**src/rtl/blink_period_meter_pkg.sv**
```systemverilog
// Shared definitions for the blinker / blink period meter pair.
package blink_period_meter_pkg;

  typedef enum logic [1:0] {
    IDLE    = 2'd0,
    MEASURE = 2'd1,
    STALLED = 2'd2
  } state_e;

  // Number of bits needed to hold the value v (at least 1).
  function automatic int clogb2(input longint v);
    int w;
    w = 1;
    for (int i = 0; i < 63; i++) begin
      if ((v >> i) != 0) w = i + 1;
    end
    return w;
  endfunction

  // Expected interval in clock cycles.
  function automatic longint expected_count(input longint freq_mhz,
                                            input longint interval_ms,
                                            input longint time_scale);
    return freq_mhz * interval_ms * time_scale;
  endfunction

endpackage

```
**src/rtl/blink_period_meter_sync_edge_detect.sv**
```systemverilog
// Synchronizes an asynchronous toggling input and emits a registered
// one-cycle pulse on either transition.
module sync_edge_detect (
  input  logic clk_i,
  input  logic reset_i,
  input  logic async_i,
  output logic edge_o
);

  logic sync1_q, sync2_q, hist_q, edge_q;

  // Two-flop synchronizer, history flop and registered transition detect.
  always_ff @(posedge clk_i) begin
    if (reset_i) begin
      sync1_q <= 1'b0;
      sync2_q <= 1'b0;
      hist_q  <= 1'b0;
      edge_q  <= 1'b0;
    end else begin
      sync1_q <= async_i;
      sync2_q <= sync1_q;
      hist_q  <= sync2_q;
      edge_q  <= sync2_q ^ hist_q;
    end
  end

  assign edge_o = edge_q;

endmodule

```
**src/rtl/blink_period_meter.sv**
```systemverilog
// Measures the interval between toggles of an asynchronous input, checks it
// against the expected blink interval and reports lock / timeout status.
module blink_period_meter
  import blink_period_meter_pkg::*;
#(
  parameter int CLOCK_FREQ_MHZ = 250,
  parameter int INTERVAL_MSEC  = 500,
  parameter int TIME_SCALE     = 1000,
  parameter int TOL_SHIFT      = 4,
  parameter int LOCK_COUNT     = 3,
  localparam longint EXPECTED_COUNT = expected_count(CLOCK_FREQ_MHZ, INTERVAL_MSEC, TIME_SCALE),
  localparam longint TIMEOUT_COUNT  = 2 * EXPECTED_COUNT,
  localparam int     COUNT_WIDTH    = clogb2(TIMEOUT_COUNT)
) (
  input  logic                   clk_i,
  input  logic                   reset_i,
  input  logic                   blink_i,
  output logic                   period_valid_o,
  output logic [COUNT_WIDTH-1:0] period_count_o,
  output logic                   in_range_o,
  output logic                   locked_o,
  output logic                   timeout_o
);

  localparam longint TOL    = EXPECTED_COUNT >> TOL_SHIFT;
  localparam int     LOCK_W = clogb2(LOCK_COUNT);

  localparam logic [COUNT_WIDTH-1:0] TIMEOUT_C = COUNT_WIDTH'(TIMEOUT_COUNT);
  localparam logic [COUNT_WIDTH-1:0] LO_C      = COUNT_WIDTH'(EXPECTED_COUNT - TOL);
  localparam logic [COUNT_WIDTH-1:0] HI_C      = COUNT_WIDTH'(EXPECTED_COUNT + TOL);
  localparam logic [LOCK_W-1:0]      LOCK_C    = LOCK_W'(LOCK_COUNT);

  logic                   edge_s;
  state_e                 state_q;
  logic [COUNT_WIDTH-1:0] cnt_q, cnt_d;
  logic [LOCK_W-1:0]      lock_cnt_q, lock_cnt_d;
  logic                   in_rng;
  logic                   valid_q, in_range_q, locked_q, timeout_q;
  logic [COUNT_WIDTH-1:0] period_q;

  sync_edge_detect u_sync (
    .clk_i   (clk_i),
    .reset_i (reset_i),
    .async_i (blink_i),
    .edge_o  (edge_s)
  );

  // Next interval count and next lock count for a measurement taken now.
  always_comb begin
    in_rng = (cnt_q >= LO_C) && (cnt_q <= HI_C);
    if (edge_s)               cnt_d = COUNT_WIDTH'(1);
    else if (cnt_q == TIMEOUT_C) cnt_d = cnt_q;
    else                      cnt_d = cnt_q + COUNT_WIDTH'(1);
    lock_cnt_d = lock_cnt_q;
    if (!in_rng)                  lock_cnt_d = '0;
    else if (lock_cnt_q != LOCK_C) lock_cnt_d = lock_cnt_q + LOCK_W'(1);
  end

  // Measurement FSM with registered outputs; an edge always beats a timeout.
  always_ff @(posedge clk_i) begin
    if (reset_i) begin
      state_q    <= IDLE;
      cnt_q      <= '0;
      lock_cnt_q <= '0;
      valid_q    <= 1'b0;
      period_q   <= '0;
      in_range_q <= 1'b0;
      locked_q   <= 1'b0;
      timeout_q  <= 1'b0;
    end else begin
      cnt_q   <= cnt_d;
      valid_q <= 1'b0;
      case (state_q)
        IDLE, MEASURE: begin
          if (edge_s) begin
            state_q <= MEASURE;
            if (state_q == MEASURE) begin
              valid_q    <= 1'b1;
              period_q   <= cnt_q;
              in_range_q <= in_rng;
              lock_cnt_q <= lock_cnt_d;
              locked_q   <= (lock_cnt_d == LOCK_C);
            end
          end else if (cnt_q == TIMEOUT_C) begin
            state_q    <= STALLED;
            timeout_q  <= 1'b1;
            locked_q   <= 1'b0;
            lock_cnt_q <= '0;
          end
        end
        STALLED: begin
          if (edge_s) begin
            state_q   <= MEASURE;
            timeout_q <= 1'b0;
          end
        end
        default: state_q <= IDLE;
      endcase
    end
  end

  assign period_valid_o = valid_q;
  assign period_count_o = period_q;
  assign in_range_o     = in_range_q;
  assign locked_o       = locked_q;
  assign timeout_o      = timeout_q;

endmodule

```
**config.mk**
```make
export PLATFORM = sky130hd
export DESIGN_NAME = blink_period_meter
export DESIGN_NICKNAME = d
export VERILOG_FILES = /design/src/rtl/blink_period_meter_pkg.sv /design/src/rtl/blink_period_meter_sync_edge_detect.sv /design/src/rtl/blink_period_meter.sv
export SDC_FILE = /design/constraint.sdc
export NUM_CORES = 1
export LEC_CHECK = 0
export CAP_MARGIN = 25
export CORE_MARGIN = 1
export CORE_UTILIZATION = 30
export DETAILED_ROUTE_END_ITERATION = 10
export PLACE_DENSITY = 0.48
export RECOVER_POWER = 50
export SLEW_MARGIN = 20
export SYNTH_ARGS = -nofsm -noshare
export SYNTH_HDL_FRONTEND = slang
export SYNTH_HIERARCHICAL = 1
export SYNTH_SLANG_ARGS = --single-unit
```
**constraint.sdc**
```tcl
create_clock -name clk_i -period 2.3 [get_ports clk_i]
set_input_delay 0.345 -clock clk_i [delete_from_list [all_inputs] [get_ports clk_i]]
set_output_delay 0.345 -clock clk_i [all_outputs]
set_load 0.03 [all_outputs]
```
==> results.cfg <==
[synth]
synthAdderAreaFrac_pct = 0.847
synth_xor_area_share_pct = 6.82
synth_edf_count = 0
ys_types = 45
syn-num-nets = 375
syn_area_um2 = 2950
syn_inst = 370
synth-simple-area-share_pct = 27.3
yosysWarnings = 6
async_flop_share_pct = 0
yosysSeqAreaShare_pct = 46.1
yosys-mux-area-fraction_pct = 0
ys.flop_type = dfxtp_1
ys_ff_latch = 68
synth_top_family_by_area = simple AND/OR/NAND/NOR gates
postSynthAreaPerCell_um2 = 7.98
synth-compound-area-share_pct = 13.3

[cts]
cts_resized = 0
h-tree-depth = 3
cts_setup_buffers = 0
numClockSinks = 68
cts_hold_buf = 0
path_clk_slew_ns = 0.08
clk_path_buf_depth = 2
clk-insertion-delay-late_ns = 0.34
cts_buffers = 9
root_buffer = clkbuf_8
cts_tree = built

[grt]
grt_max_degree = 30
antenna_found_initial = 0
grt_overflow = 0
grt_pass1_vias = 2319
grt_first_pass_wirelength_um = 11400
gr-usage-all-layers_pct = 14.5

[sta]
finalHoldViolations = 0
min_period_over_period_pct = 91.9
maxSlewViolCount = 0
min_period_ns = 2.11
fmax_mhz = 473
setup_slack_ns = 0.186
slew_headroom_pct = 27.3
rsz0062_at_grt = no
skew_ns = 0.00917
tightest_slew_ns = 1.09
setup_viol = 0
setup_tns_ns = 0
fin_hold_ws_ns = 0.440

[layout]
syn_to_final_growth_pct = 23.3
antennaDiodeCount = 0
fillers = 1026
fin_nets = 406
final_area_um2 = 3640
final_layout_size_suffix_gt1_share_pct = 8.40

[placed_design]
dp_hpwl_um = 4870
portBuffers = 34
dpl_worst_slack_ns = 0.197
dpl_cell_area_um2 = 3460
gp_congestion = 0.812

[die]
chipWidth_um = 101
die_h_um = 101
num_rows = 35
coreArea_um2 = 9370
initial_utilization_pct = 31.5
die_area_um2 = 10200
boundaryPins = 35

[route]
drc_errors = 0
vias = 2506
dr.pass1.iters = 4
vias_per_cell = 4.69
post_drt_wl_per_cell_um = 12.8
dr.first_iter.drc_count = 66
routed_wirelength_um = 6860
ant_nets = 0

[worst_setup_path]
worstSetupEndpointType = register
critPathKind = register to register
critical_path_required_ns = 2.56
critPathLaunchType = register
worstPathArrival_ns = 2.38
worstPathMaxFanout = 7

[min_path]
hold_class = register to register

[outcome]
outcome = completed

[power_and_ir_drop]
p_leak_uw = 0.00123
peakVddDrop_uv = 345
cellPowerDensity_nw_per_um2 = 611

[flow_run]
cap_viol_max_count = 0
## cell families (layout without fill, tap and decap cells)
group	after synthesis	count (layout)
flops	68	68
simple gates	171	171
xor+xnor	23	23
buf+inv	42	77
compound gates	64	64
fa+ha+maj	2	2
## path summary, 6_finish.rpt
kind | slack (ns) | from | depth (start not counted) | end
hold reg to reg | 0.44 | u_sync/sync1_q$_SDFF_PP0_ | 1 | u_sync/sync2_q$_SDFF_PP0_
setup / recovery | 0.19 | cnt_q[10]$_SDFFE_PP0N_ | 5 | cnt_q[27]$_SDFFE_PP0N_
setup reg to reg | 0.19 | cnt_q[10]$_SDFFE_PP0N_ | 5 | cnt_q[27]$_SDFFE_PP0N_
hold / removal | 0.44 | u_sync/sync1_q$_SDFF_PP0_ | 1 | u_sync/sync2_q$_SDFF_PP0_
## layer usage
metal,global-route usage [%],wire (um),vias up
met2,22.7,3060,37
met1,18.9,3450,1146
li1,-,-,1314
met5,0,0,-
met3,4.00,243,9
met4,5.69,104,0
## where the power goes
| part | internal (uW) | leakage [uW] | switching, uW |
|---|---|---|---|
| Combinational | 20.1 | 0.000582 | 39.7 |
| Clock | 518 | 0.0000979 | 451 |
| Sequential | 1190 | 0.000549 | 11.7 |
| Total | 1720 | 0.00123 | 502 |
## critical path, stage by stage (launching register included)
cell and delay [ns]:
dfxtp_1 0.47, nand4_2 0.17, or3_1 0.40, or4_1 0.53, or3_1 0.32, a21oi_1 0.14
## final cells by class
cell class              instances  area (um^2)  area share, %
well taps                     129          161           4.43
repair buffers                 51          458           12.6
inverters                      11         41.3           1.13
clock buffers                  10          138           3.78
flip-flops and latches         68         1360           37.4
clock inverters                 5         52.6           1.44
multi-input cells             260         1430           39.2
## Yosys cell counts (6+ instances only)
| cell | number | share of area (%) |
|---|---|---|
| nor2b_1 | 6 | 1.3 |
| a21oi_1 | 37 | 6.3 |
| inv_1 | 11 | 1.4 |
| nor4_1 | 7 | 1.5 |
| dfxtp_1 | 68 | 46 |
| nor2_1 | 34 | 4.3 |
| clkbuf_1 | 22 | 2.8 |
| xnor2_1 | 14 | 4.2 |
| buf_2 | 6 | 1.0 |
| nand3_1 | 12 | 2.0 |
| nand4_1 | 9 | 1.9 |
| xor2_1 | 9 | 2.7 |
| or3_1 | 6 | 1.3 |
| nand2_1 | 70 | 8.9 |
| nor3_1 | 10 | 1.7 |
## state kept, by name (all words and copies together) (netlist names)
name and flops:
cnt_q 28, in_range_o 1, lock_cnt_q 2, locked_o 1, period_count_o 28, period_valid_o 1
state_q 2, timeout_o 1, u_sync/edge_o 1, u_sync/hist_q 1, u_sync/sync1_q 1, u_sync/sync2_q 1
## cells in the final DEF (no fill, tap or decap), drive strengths merged, types with 3 or more instances in the layout
cell	n
or3	6
nor4	7
clkdlybuf4s50	27
xor2	9
o31ai	3
nand2	70
buf	14
clkinv	3
or2	3
a21oi	37
dfxtp	68
nor3	10
nand3	12
xnor2	14
clkbuf	13
inv	11
dlygate4sd3	7
nor2b	6
nor2	34
nand4	10
## through the flow
step	utilization [%]	power (uW)	cells
after floorplan	-	1260	370
after global placement	36.9	1290	519
after detailed placement	36.9	1290	519
after CTS	39.0	2270	534
after global routing	38.9	2320	534
final	38.9	2230	534
No activity file was read; power rests on OpenSTA's default activity.
